File: src/rtl/id_ex_stage.sv
// ID/EX pipeline register.
//
// Captures the decoded instruction (PC+4, immediate, register operands, register addresses,
// ALU op and control bits) on each rising ie_clk edge and presents it to the execute stage.
// Operand data is forwarded from the write-back bus both when a new instruction is captured
// and while the stage is stalled, so a held instruction never carries stale register data.
//
// Ports
//   ie_clk, ie_rst           clock; asynchronous active-high reset
//   ie_stall, ie_flush       hold contents / load a bubble (flush wins)
//   ie_valid_in              decode slot holds a real instruction
//   ie_pc_in, ie_imm_in      PC+4 and sign-extended immediate
//   ie_rs_data_in, ie_rt_data_in              register-file read data
//   ie_rs_addr_in, ie_rt_addr_in, ie_rd_addr_in instruction register fields
//   ie_alu_op_in             ALU operation code
//   ie_ctrl_in               {reg_wr, mem_rd, mem_wr, mem_to_reg, alu_src, reg_dst}
//   ie_wb_wr_en, ie_wb_addr, ie_wb_data        write-back bus into the register file
//   ie_*_out                 registered copies for the execute stage
//   ie_wr_addr_out           destination register (rd when reg_dst, else rt)
//   ie_load_use              combinational load-use hazard request back to decode

`ifndef DWIDTH
`define DWIDTH 32
`endif
`ifndef AWIDTH
`define AWIDTH 5
`endif

module id_ex_stage #(
    parameter int unsigned DWIDTH = `DWIDTH,
    parameter int unsigned AWIDTH = `AWIDTH
) (
    input  logic              ie_clk,
    input  logic              ie_rst,
    input  logic              ie_stall,
    input  logic              ie_flush,
    input  logic              ie_valid_in,
    input  logic [DWIDTH-1:0] ie_pc_in,
    input  logic [DWIDTH-1:0] ie_imm_in,
    input  logic [DWIDTH-1:0] ie_rs_data_in,
    input  logic [DWIDTH-1:0] ie_rt_data_in,
    input  logic [AWIDTH-1:0] ie_rs_addr_in,
    input  logic [AWIDTH-1:0] ie_rt_addr_in,
    input  logic [AWIDTH-1:0] ie_rd_addr_in,
    input  logic [3:0]        ie_alu_op_in,
    input  logic [5:0]        ie_ctrl_in,
    input  logic              ie_wb_wr_en,
    input  logic [AWIDTH-1:0] ie_wb_addr,
    input  logic [DWIDTH-1:0] ie_wb_data,
    output logic              ie_valid_out,
    output logic [DWIDTH-1:0] ie_pc_out,
    output logic [DWIDTH-1:0] ie_imm_out,
    output logic [DWIDTH-1:0] ie_rs_data_out,
    output logic [DWIDTH-1:0] ie_rt_data_out,
    output logic [AWIDTH-1:0] ie_rs_addr_out,
    output logic [AWIDTH-1:0] ie_rt_addr_out,
    output logic [AWIDTH-1:0] ie_wr_addr_out,
    output logic [3:0]        ie_alu_op_out,
    output logic [5:0]        ie_ctrl_out,
    output logic              ie_load_use
);

    localparam int unsigned CtrlMemRd  = 4;
    localparam int unsigned CtrlRegDst = 0;

    // Operand selection for a fresh capture: the register file is written on the same edge,
    // so a matching write-back must be taken from the bus. Address 0 is an ordinary register.
    logic [DWIDTH-1:0] rs_load_data;
    logic [DWIDTH-1:0] rt_load_data;
    logic [AWIDTH-1:0] wr_addr_sel;

    // Hold-refresh while stalled: track write-backs to the registers already held.
    logic              rs_refresh;
    logic              rt_refresh;

    always_comb begin
        rs_load_data = ie_rs_data_in;
        rt_load_data = ie_rt_data_in;
        if (ie_wb_wr_en && (ie_wb_addr == ie_rs_addr_in)) begin
            rs_load_data = ie_wb_data;
        end
        if (ie_wb_wr_en && (ie_wb_addr == ie_rt_addr_in)) begin
            rt_load_data = ie_wb_data;
        end
        wr_addr_sel = ie_ctrl_in[CtrlRegDst] ? ie_rd_addr_in : ie_rt_addr_in;
        rs_refresh  = ie_wb_wr_en && (ie_wb_addr == ie_rs_addr_out);
        rt_refresh  = ie_wb_wr_en && (ie_wb_addr == ie_rt_addr_out);
    end

    always_ff @(posedge ie_clk or posedge ie_rst) begin
        if (ie_rst) begin
            ie_valid_out   <= 1'b0;
            ie_pc_out      <= '0;
            ie_imm_out     <= '0;
            ie_rs_data_out <= '0;
            ie_rt_data_out <= '0;
            ie_rs_addr_out <= '0;
            ie_rt_addr_out <= '0;
            ie_wr_addr_out <= '0;
            ie_alu_op_out  <= '0;
            ie_ctrl_out    <= '0;
        end else if (ie_flush) begin
            // Bubble: identical to the reset image.
            ie_valid_out   <= 1'b0;
            ie_pc_out      <= '0;
            ie_imm_out     <= '0;
            ie_rs_data_out <= '0;
            ie_rt_data_out <= '0;
            ie_rs_addr_out <= '0;
            ie_rt_addr_out <= '0;
            ie_wr_addr_out <= '0;
            ie_alu_op_out  <= '0;
            ie_ctrl_out    <= '0;
        end else if (ie_stall) begin
            if (rs_refresh) begin
                ie_rs_data_out <= ie_wb_data;
            end
            if (rt_refresh) begin
                ie_rt_data_out <= ie_wb_data;
            end
        end else begin
            ie_valid_out   <= ie_valid_in;
            ie_pc_out      <= ie_pc_in;
            ie_imm_out     <= ie_imm_in;
            ie_rs_data_out <= rs_load_data;
            ie_rt_data_out <= rt_load_data;
            ie_rs_addr_out <= ie_rs_addr_in;
            ie_rt_addr_out <= ie_rt_addr_in;
            ie_wr_addr_out <= wr_addr_sel;
            ie_alu_op_out  <= ie_alu_op_in;
            ie_ctrl_out    <= ie_ctrl_in;
        end
    end

    // Deliberately independent of stall/flush: decode derives its stall from this signal.
    always_comb begin
        ie_load_use = 1'b0;
        if (!ie_rst && ie_valid_out && ie_ctrl_out[CtrlMemRd] && ie_valid_in) begin
            ie_load_use = (ie_wr_addr_out == ie_rs_addr_in) ||
                          (ie_wr_addr_out == ie_rt_addr_in);
        end
    end

endmodule
File: config.mk
export PLATFORM = sky130hd
export DESIGN_NAME = id_ex_stage
export DESIGN_NICKNAME = d
export VERILOG_FILES = /design/src/rtl/id_ex_stage.sv
export SDC_FILE = /design/constraint.sdc
export NUM_CORES = 1
export LEC_CHECK = 0
export ABC_CLOCK_PERIOD_IN_PS = 5770
export BUFFER_PORTS_ARGS = -buffer_cell sky130_fd_sc_hd__buf_2
export CORE_ASPECT_RATIO = 1.75
export CORE_UTILIZATION = 38
export DETAILED_ROUTE_END_ITERATION = 12
export GPL_ROUTABILITY_DRIVEN = 0
export PLACE_DENSITY = 0.77
export SETUP_SLACK_MARGIN = 0.1
export SLEW_MARGIN = 10
export SYNTH_ARGS = -nofsm -noshare
export SYNTH_HDL_FRONTEND = slang
export SYNTH_SLANG_ARGS = --single-unit
File: constraint.sdc
create_clock -name ie_clk -period 5.77 [get_ports ie_clk]
set_clock_uncertainty 0.2 [all_clocks]
set_input_delay 1.154 -clock ie_clk [delete_from_list [all_inputs] [get_ports ie_clk]]
set_output_delay 1.154 -clock ie_clk [all_outputs]
set_load 0.02 [all_outputs]
# Word-level counts from Yosys, hierarchy flattened

Cells that the tools add are included.

Word-level logic and storage cells: 54
Output and inout port bits: 155
Flip-flop bits (word level): 154
Input port bits: 196

Equality and inequality tests: 9
Mux-type cells: 26
Reductions and logical operators: 9

Operators by type and width:

| cell                                                  | count |
|---|---|
| 2-to-1 mux 32 bit                                     | 12 |
| 2-to-1 mux 5 bit                                      | 7 |
| equality test 5 bit                                   | 6 |
| 2-to-1 mux 6 bit                                      | 2 |
| 2-to-1 mux 4 bit                                      | 2 |
| logical AND 1 bit                                     | 7 |
| inequality test 3 x 1 -> 1 bit, second input constant | 2 |
| 2-to-1 mux 1 bit                                      | 3 |
| inequality test 2 x 1 -> 1 bit, second input constant | 1 |
| zero test 1 bit                                       | 1 |
| logical OR 1 bit                                      | 1 |

# Logic depth before layout (Yosys ltp)

Gate-level depths: netlist of run 1.

Depth after elaboration: 5
Depth in mapped cells: 7
Depth with buffers taken out: 5

# Least setup slack after synthesis of run 1

Ideal clock, no wire load.

Kind: input -> output
From: in ie_rst
To: out ie_load_use
Stages: 3
Buffers on the path: 0
Slack: -0.641 ns
Data required time: 4.416 ns
Arrival time: 5.057 ns
Path through: inv_1 -> nand4_1 -> a21oi_1

Longest elaborated chain between the ends: 5

Ends and longest elaborated chain:

| what                            | line | RTL |
|---|---|---|
| start, declared                 | 34   | `input logic ie_rst,` |
| zero test 1 bit                 | 138  | `if (!ie_rst && ie_valid_out && ie_ctrl_out[CtrlMemRd] && ie_valid_in) begin` |
| logical AND 1 bit (3 in series) | 138  |  |
| 2-to-1 mux 1 bit                | 138  |  |
| end, declared                   | 60   | `output logic ie_load_use` |

No other way between the ends.

# Final worst setup path of run 1

From: in ie_rs_addr_in[3]
To: out ie_load_use

Longest elaborated chain between the ends: 3

Ends and longest elaborated chain:

| what                | line | RTL |
|---|---|---|
| start, declared     | 42   | `input logic [AWIDTH-1:0] ie_rs_addr_in,` |
| equality test 5 bit | 139  | `ie_load_use = (ie_wr_addr_out == ie_rs_addr_in) \|\|` |
| logical OR 1 bit    | 139  |  |
| 2-to-1 mux 1 bit    | 138  |  |

No other way between the ends.

==> flow_summary.toml, run 1 <==
[sta]
finalHoldViolations = 0
layout_min_cycle_time_ns = 3.53
maxSlewViolCount = 0
max_clock_freq_mhz = 284
finalCritPeriodShare_pct = 61.1
worst_pin_slew_ns = 1.19
setup_violations = 0
hold_slack_ns = 0.278
relSlewSlack_pct = 20.6
rsz0062_at_grt = "no"
tns_ns = 0

[global_route]
grt_max_degree = 92
grt_pass1_vias = 5947
grt.overflow.total = 0
grtUsageTotal_pct = 21.4
grt_pass1_wl_um = 31300
antenna_found_initial = 0

[cells_and_area]
utilization_pct = 52.6
post-route-cell-area_um2 = 9490
mostFrequentLayoutCells = "buf_2, mux2i_1, dfrtp_1"
drive_above_1_share_pct = 41.2
synthToLayoutAreaGrowth_pct = 35.0
fill_cells = 1693
finalNetCount = 1156
final_common_cell = "buf_2"
diodes = 0

[drt]
routed_wl_um = 20100
drt-initial-drc-count = 194
vias = 5854
dr.pass1.iters = 4
final_antenna_net_count = 0
post-route-drc-count = 0
wl_per_cell_um = 16.7
vias_per_cell = 4.85

[clocking]
cts_setup_buffers = 0
ctsHoldBuffers = 0
post_cts_resized = 0
clk-insertion-delay-late_ns = 0.42
h-tree-depth = 4
clock-root-buffer = "clkbuf_16"
cts_made_buffers = 17
clockBufferDepth = 2
tritoncts = "built"
cts_sinks = 154
clk_pin_slew_worst_paths_ns = 0.06

[worst_setup_path]
crit_type = "in -> out"
worstSetupEndpointType = "output pin"
path_delay_family = "buffers and inverters"
crit_top_cell = "buf_2"
critPathMaxFanout = 3
crit_arrival_ns = 2.17
startpoint_type = "primary input"
crit_chain = "buf_2 -> xor2_1 -> nor3_1 -> nand3_1 -> a21oi_1 -> buf_2"
slowest_stage = "nor3_1"
critPathBufInv = 2
worstPathRequired_ns = 4.42
slowest_delay_ns = 0.20

[die]
dieHeight_um = 182
initial_core_util_pct = 38.9
die_w_um = 105
core_um2 = 18100
std_cell_rows = 65
fp.dieArea_um2 = 19100
io_pins = 351

[yosys]
ys_warn_count = 0
synth_cell_types = 26
syn_nets = 821
synth-edff-count = 0
synth_seq_cells = 154
syn-cell-area_um2 = 7030
yosysSeqAreaShare_pct = 54.8
synth_cells = 625
syn_avg_cell_area_um2 = 11.2
ys.flop_type = "dfrtp_1"
ys_async_sr_fraction_pct = 100

[placed_design]
place_area_um2 = 8890
port_buffers = 350
hpwl_um = 15100

[pwr]
ir_worst_vdd_mv = 0.190
power_leakage_nw = 5.28
power_mw = 2.83
powerDensity_nw_per_um2 = 298

[hold_path]
min_path_type = "reg -> reg"

[status]
status = "finished, final reports clean"

[flow_run]
drv_cap = 0
[registers in the layout, indices dropped and copies added, names as in the netlist]
name / cells
ie_valid_out: 1
ie_alu_op_out: 4
ie_rt_addr_out: 5
ie_imm_out: 32
ie_rs_addr_out: 5
ie_rs_data_out: 32
ie_pc_out: 32
ie_wr_addr_out: 5
ie_rt_data_out: 32
ie_ctrl_out: 6
[metal layers]
metal	global-route usage, %	vias to the layer above	wire length [um]
li1	-	2774	-
met1	22.6	2812	7240
met2	40.7	243	11200
met3	4.99	25	1280
met4	7.77	0	422
met5	0	-	0
[cells in the mapped netlist (3+ instances only)]
cell / n / area share, %
buf_2: 12 / 0.85
mux2i_1: 154 / 22
xnor2_1: 8 / 1.0
nand2_1: 64 / 3.4
buf_6: 12 / 1.9
o21ai_1: 62 / 4.4
dfrtp_1: 154 / 55
xor2_1: 22 / 2.7
a21oi_1: 6 / 0.43
nor2_1: 95 / 5.1
clkbuf_1: 15 / 0.80
nor4_2: 3 / 0.53
[worst reg2reg max path: stages (launching register included)]
cell	delay, ns
dfrtp_1	0.42
xor2_1	0.27
nor4_2	0.11
a31oi_4	0.17
buf_4	0.38
or2_4	0.48
o21ai_1	0.15
[path summary, 6_finish.rpt]
| check | start | endpoint | slack [ns] | depth (start not counted) |
|---|---|---|---|---|
| max in group asynchronous | ie_rst | ie_pc_out[21]$_DFFE_PP0P_ | 3.60 | 3 |
| worst min-delay path | ie_rt_data_out[6]$_DFFE_PP0P_ | ie_rt_data_out[6]$_DFFE_PP0P_ | 0.28 | 2 |
| worst max register to register | ie_rs_addr_out[4]$_DFFE_PP0P_ | ie_rs_data_out[18]$_DFFE_PP0P_ | 3.46 | 6 |
| worst min register to register | ie_rt_data_out[6]$_DFFE_PP0P_ | ie_rt_data_out[6]$_DFFE_PP0P_ | 0.28 | 2 |
| worst max-delay path | ie_rs_addr_in[3] | ie_load_use | 2.24 | 6 |
| min in group asynchronous | ie_rst | ie_imm_out[0]$_DFFE_PP0P_ | 0.55 | 2 |
[logic make-up after synthesis]
kind of cell	share of synthesized area, %
compound gates	5.79
xor+xnor	3.74
buf+inv	3.86
flops	54.8
mux	21.9
simple gates	9.83
[stage by stage]
step	cells	setup slack, ns
floorplan	625	0.542
global placement	1175	2.26
detailed placement	1175	2.23
CTS	1207	2.25
global route	1207	2.13
finish	1207	2.24
[power by group]
part	switching [mW]	leakage, nW	internal [mW]
Clock	0.474	0.290	0.659
Combinational	0.305	2.97	0.192
Sequential	0.0435	2.02	1.15
[final cells by class]
cell class / count / area [um2] / share of cell area [%]
inverter: 1 / 7.51 / 0.0791
sequential: 154 / 3850 / 40.6
timing repair buffer: 357 / 1810 / 19.1
clock buffer: 18 / 439 / 4.63
multi-input combinational: 429 / 2930 / 30.8
tap: 234 / 293 / 3.09
clock inverter: 14 / 161 / 1.70
No activity file was read; power rests on OpenSTA's default activity.
==> run 2: changes to the inputs <==
ABC_CLOCK_PERIOD_IN_PS = 3700   (was 5770)
PLACE_DENSITY = 0.74   (was 0.77)
clock period = 3.7 ns   (was 5.77 ns; I/O delays follow)
==> flow_summary.toml, run 2 (synthesis gave the netlist of run 1 again) <==
[worst_setup_path]
startpoint_type = "primary input"
critPathMaxFanout = 4
crit_type = "in -> out"
reg2reg_slack_ns = 1.21
crit_arrival_ns = 1.65
worstSetupEndpointType = "output pin"
worstPathRequired_ns = 2.76
endpoint = "ie_load_use"
timing.rr.end = "ie_rt_data_out[15]$_DFFE_PP0P_"
crit_path_start = "ie_rt_addr_in[3]"
reg2reg_depth = 5
r2r_start = "ie_rt_addr_out[4]$_DFFE_PP0P_"

[global_route]
busiest_layer = "met2"
grt_pass1_vias = 5993
global_route.usage.met1_pct = 22.2
grt.overflow.total = 0
grt_pass1_wl_um = 31200
antenna_found_initial = 3
gr-usage-met3_pct = 4.70
grt_max_degree = 96
grtUsageTotal_pct = 21.2
met2_usage_pct = 39.8

[sta]
rsz0062_at_grt = "no"
max_clock_freq_mhz = 386
tns_ns = 0
maxSlewViolCount = 0
finalCritPeriodShare_pct = 70.1
worst_pin_slew_ns = 0.970
finalHoldViolations = 0
layout_min_cycle_time_ns = 2.59
relSlewSlack_pct = 35.3
setup_violations = 0

[hold_path]
min_path_type = "in -> async"

[drt]
post-route-drc-count = 0
final_antenna_net_count = 0
dr.pass1.iters = 4
vias = 5913
vias_per_cell = 4.89
wl_per_cell_um = 16.7
drt-initial-drc-count = 148
routed_wl_um = 20200

[placed_design]
hpwl_um = 15000
dp_cells = 1176
place_area_um2 = 8910
port_buffers = 350

[clocking]
post_cts_resized = 0
cts_sinks = 154
clockBufferDepth = 2
clk-insertion-delay-late_ns = 0.42
cts_made_buffers = 17
cts_setup_buffers = 0
h-tree-depth = 4
tritoncts = "built"
clk_pin_slew_worst_paths_ns = 0.07
ctsHoldBuffers = 0
clock-root-buffer = "clkbuf_16"

[cells_and_area]
mostFrequentLayoutCells = "buf_2, mux2i_1, dfrtp_1"
finalNetCount = 1157
drive_above_1_share_pct = 41.3
utilization_pct = 52.8
post-route-cell-area_um2 = 9530
fin_cells = 1210
synthToLayoutAreaGrowth_pct = 35.6
final_common_cell = "buf_2"

[pwr]
powerDensity_nw_per_um2 = 465
power_mw = 4.43
p_comb_share_pct = 17.4
power_leakage_nw = 5.30
ir_worst_vdd_mv = 0.268
internal-power_mw = 3.18
p_sw_share_pct = 28.4
p_seq_share_pct = 42.2
power_frac_clock_pct = 40.4
netSwitchingPower_mw = 1.26

[status]
status = "finished, final reports clean"

[die]
dieHeight_um = 182
std_cell_rows = 65
core_um2 = 18100
io_pins = 351
initial_core_util_pct = 38.9
fp.dieArea_um2 = 19100
die_w_um = 105

[flow_run]
drv_cap = 0
run 2: layout make-up:
type	instances	area, um2
Tap cell	234	293
Inverter	1	7.51
Timing Repair Buffer	358	1830
Multi-Input combinational cell	429	2930
Clock inverter	11	134
Antenna cell	2	5.00
Fill cell	1715	8530
Sequential cell	154	3850
Clock buffer	21	480
run 2: power by group through the flow:
stage / sequential (mW) / clock (mW) / combinational (mW)
final: 1.87 / 1.79 / 0.772
after floorplan: 2.04 / 0 / 0.320
after detailed placement: 1.90 / 0 / 0.784
after global routing: 1.88 / 1.90 / 0.835
after global placement: 1.90 / 0 / 0.769
after CTS: 1.87 / 1.84 / 0.786
run 2: metal layers:
layer	vias to the layer above	share of wire, %
met1	2841	36
li1	2801	-
met5	-	0.089
met4	2	2.4
met2	236	55
met3	33	6.4
run 2: how the worst min path moves through the flow:
stage	slack, ns	end	from
5_1_grt	0.25	ie_imm_out[16]$_DFFE_PP0P_	ie_rst
3_3_place_gp	0.26	ie_rt_data_out[6]$_DFFE_PP0P_	ie_rt_data_out[6]$_DFFE_PP0P_
6_report	0.24	ie_wr_addr_out[1]$_DFFE_PP0P_	ie_rst
4_1_cts	0.24	ie_wr_addr_out[1]$_DFFE_PP0P_	ie_rst
2_1_floorplan	0.39	ie_rt_data_out[0]$_DFFE_PP0P_	ie_rt_data_out[0]$_DFFE_PP0P_
3_5_place_dp	0.26	ie_rs_data_out[0]$_DFFE_PP0P_	ie_rs_data_out[0]$_DFFE_PP0P_
run 2: critical path: stages:
cell and delay [ns]:
buf_2 0.14, xor2_1 0.17, nor3_1 0.20, nand3_1 0.09, a21oi_1 0.13, buf_2 0.19
run 2: per-stage QoR:
step | hold WS [ns] | setup slack [ns]
6_report | 0.244 | 1.11
5_1_grt | 0.254 | 0.989
3_5_place_dp | 0.264 | 0.638
4_1_cts | 0.241 | 1.08
3_3_place_gp | 0.259 | 0.790
2_1_floorplan | 0.390 | -0.700
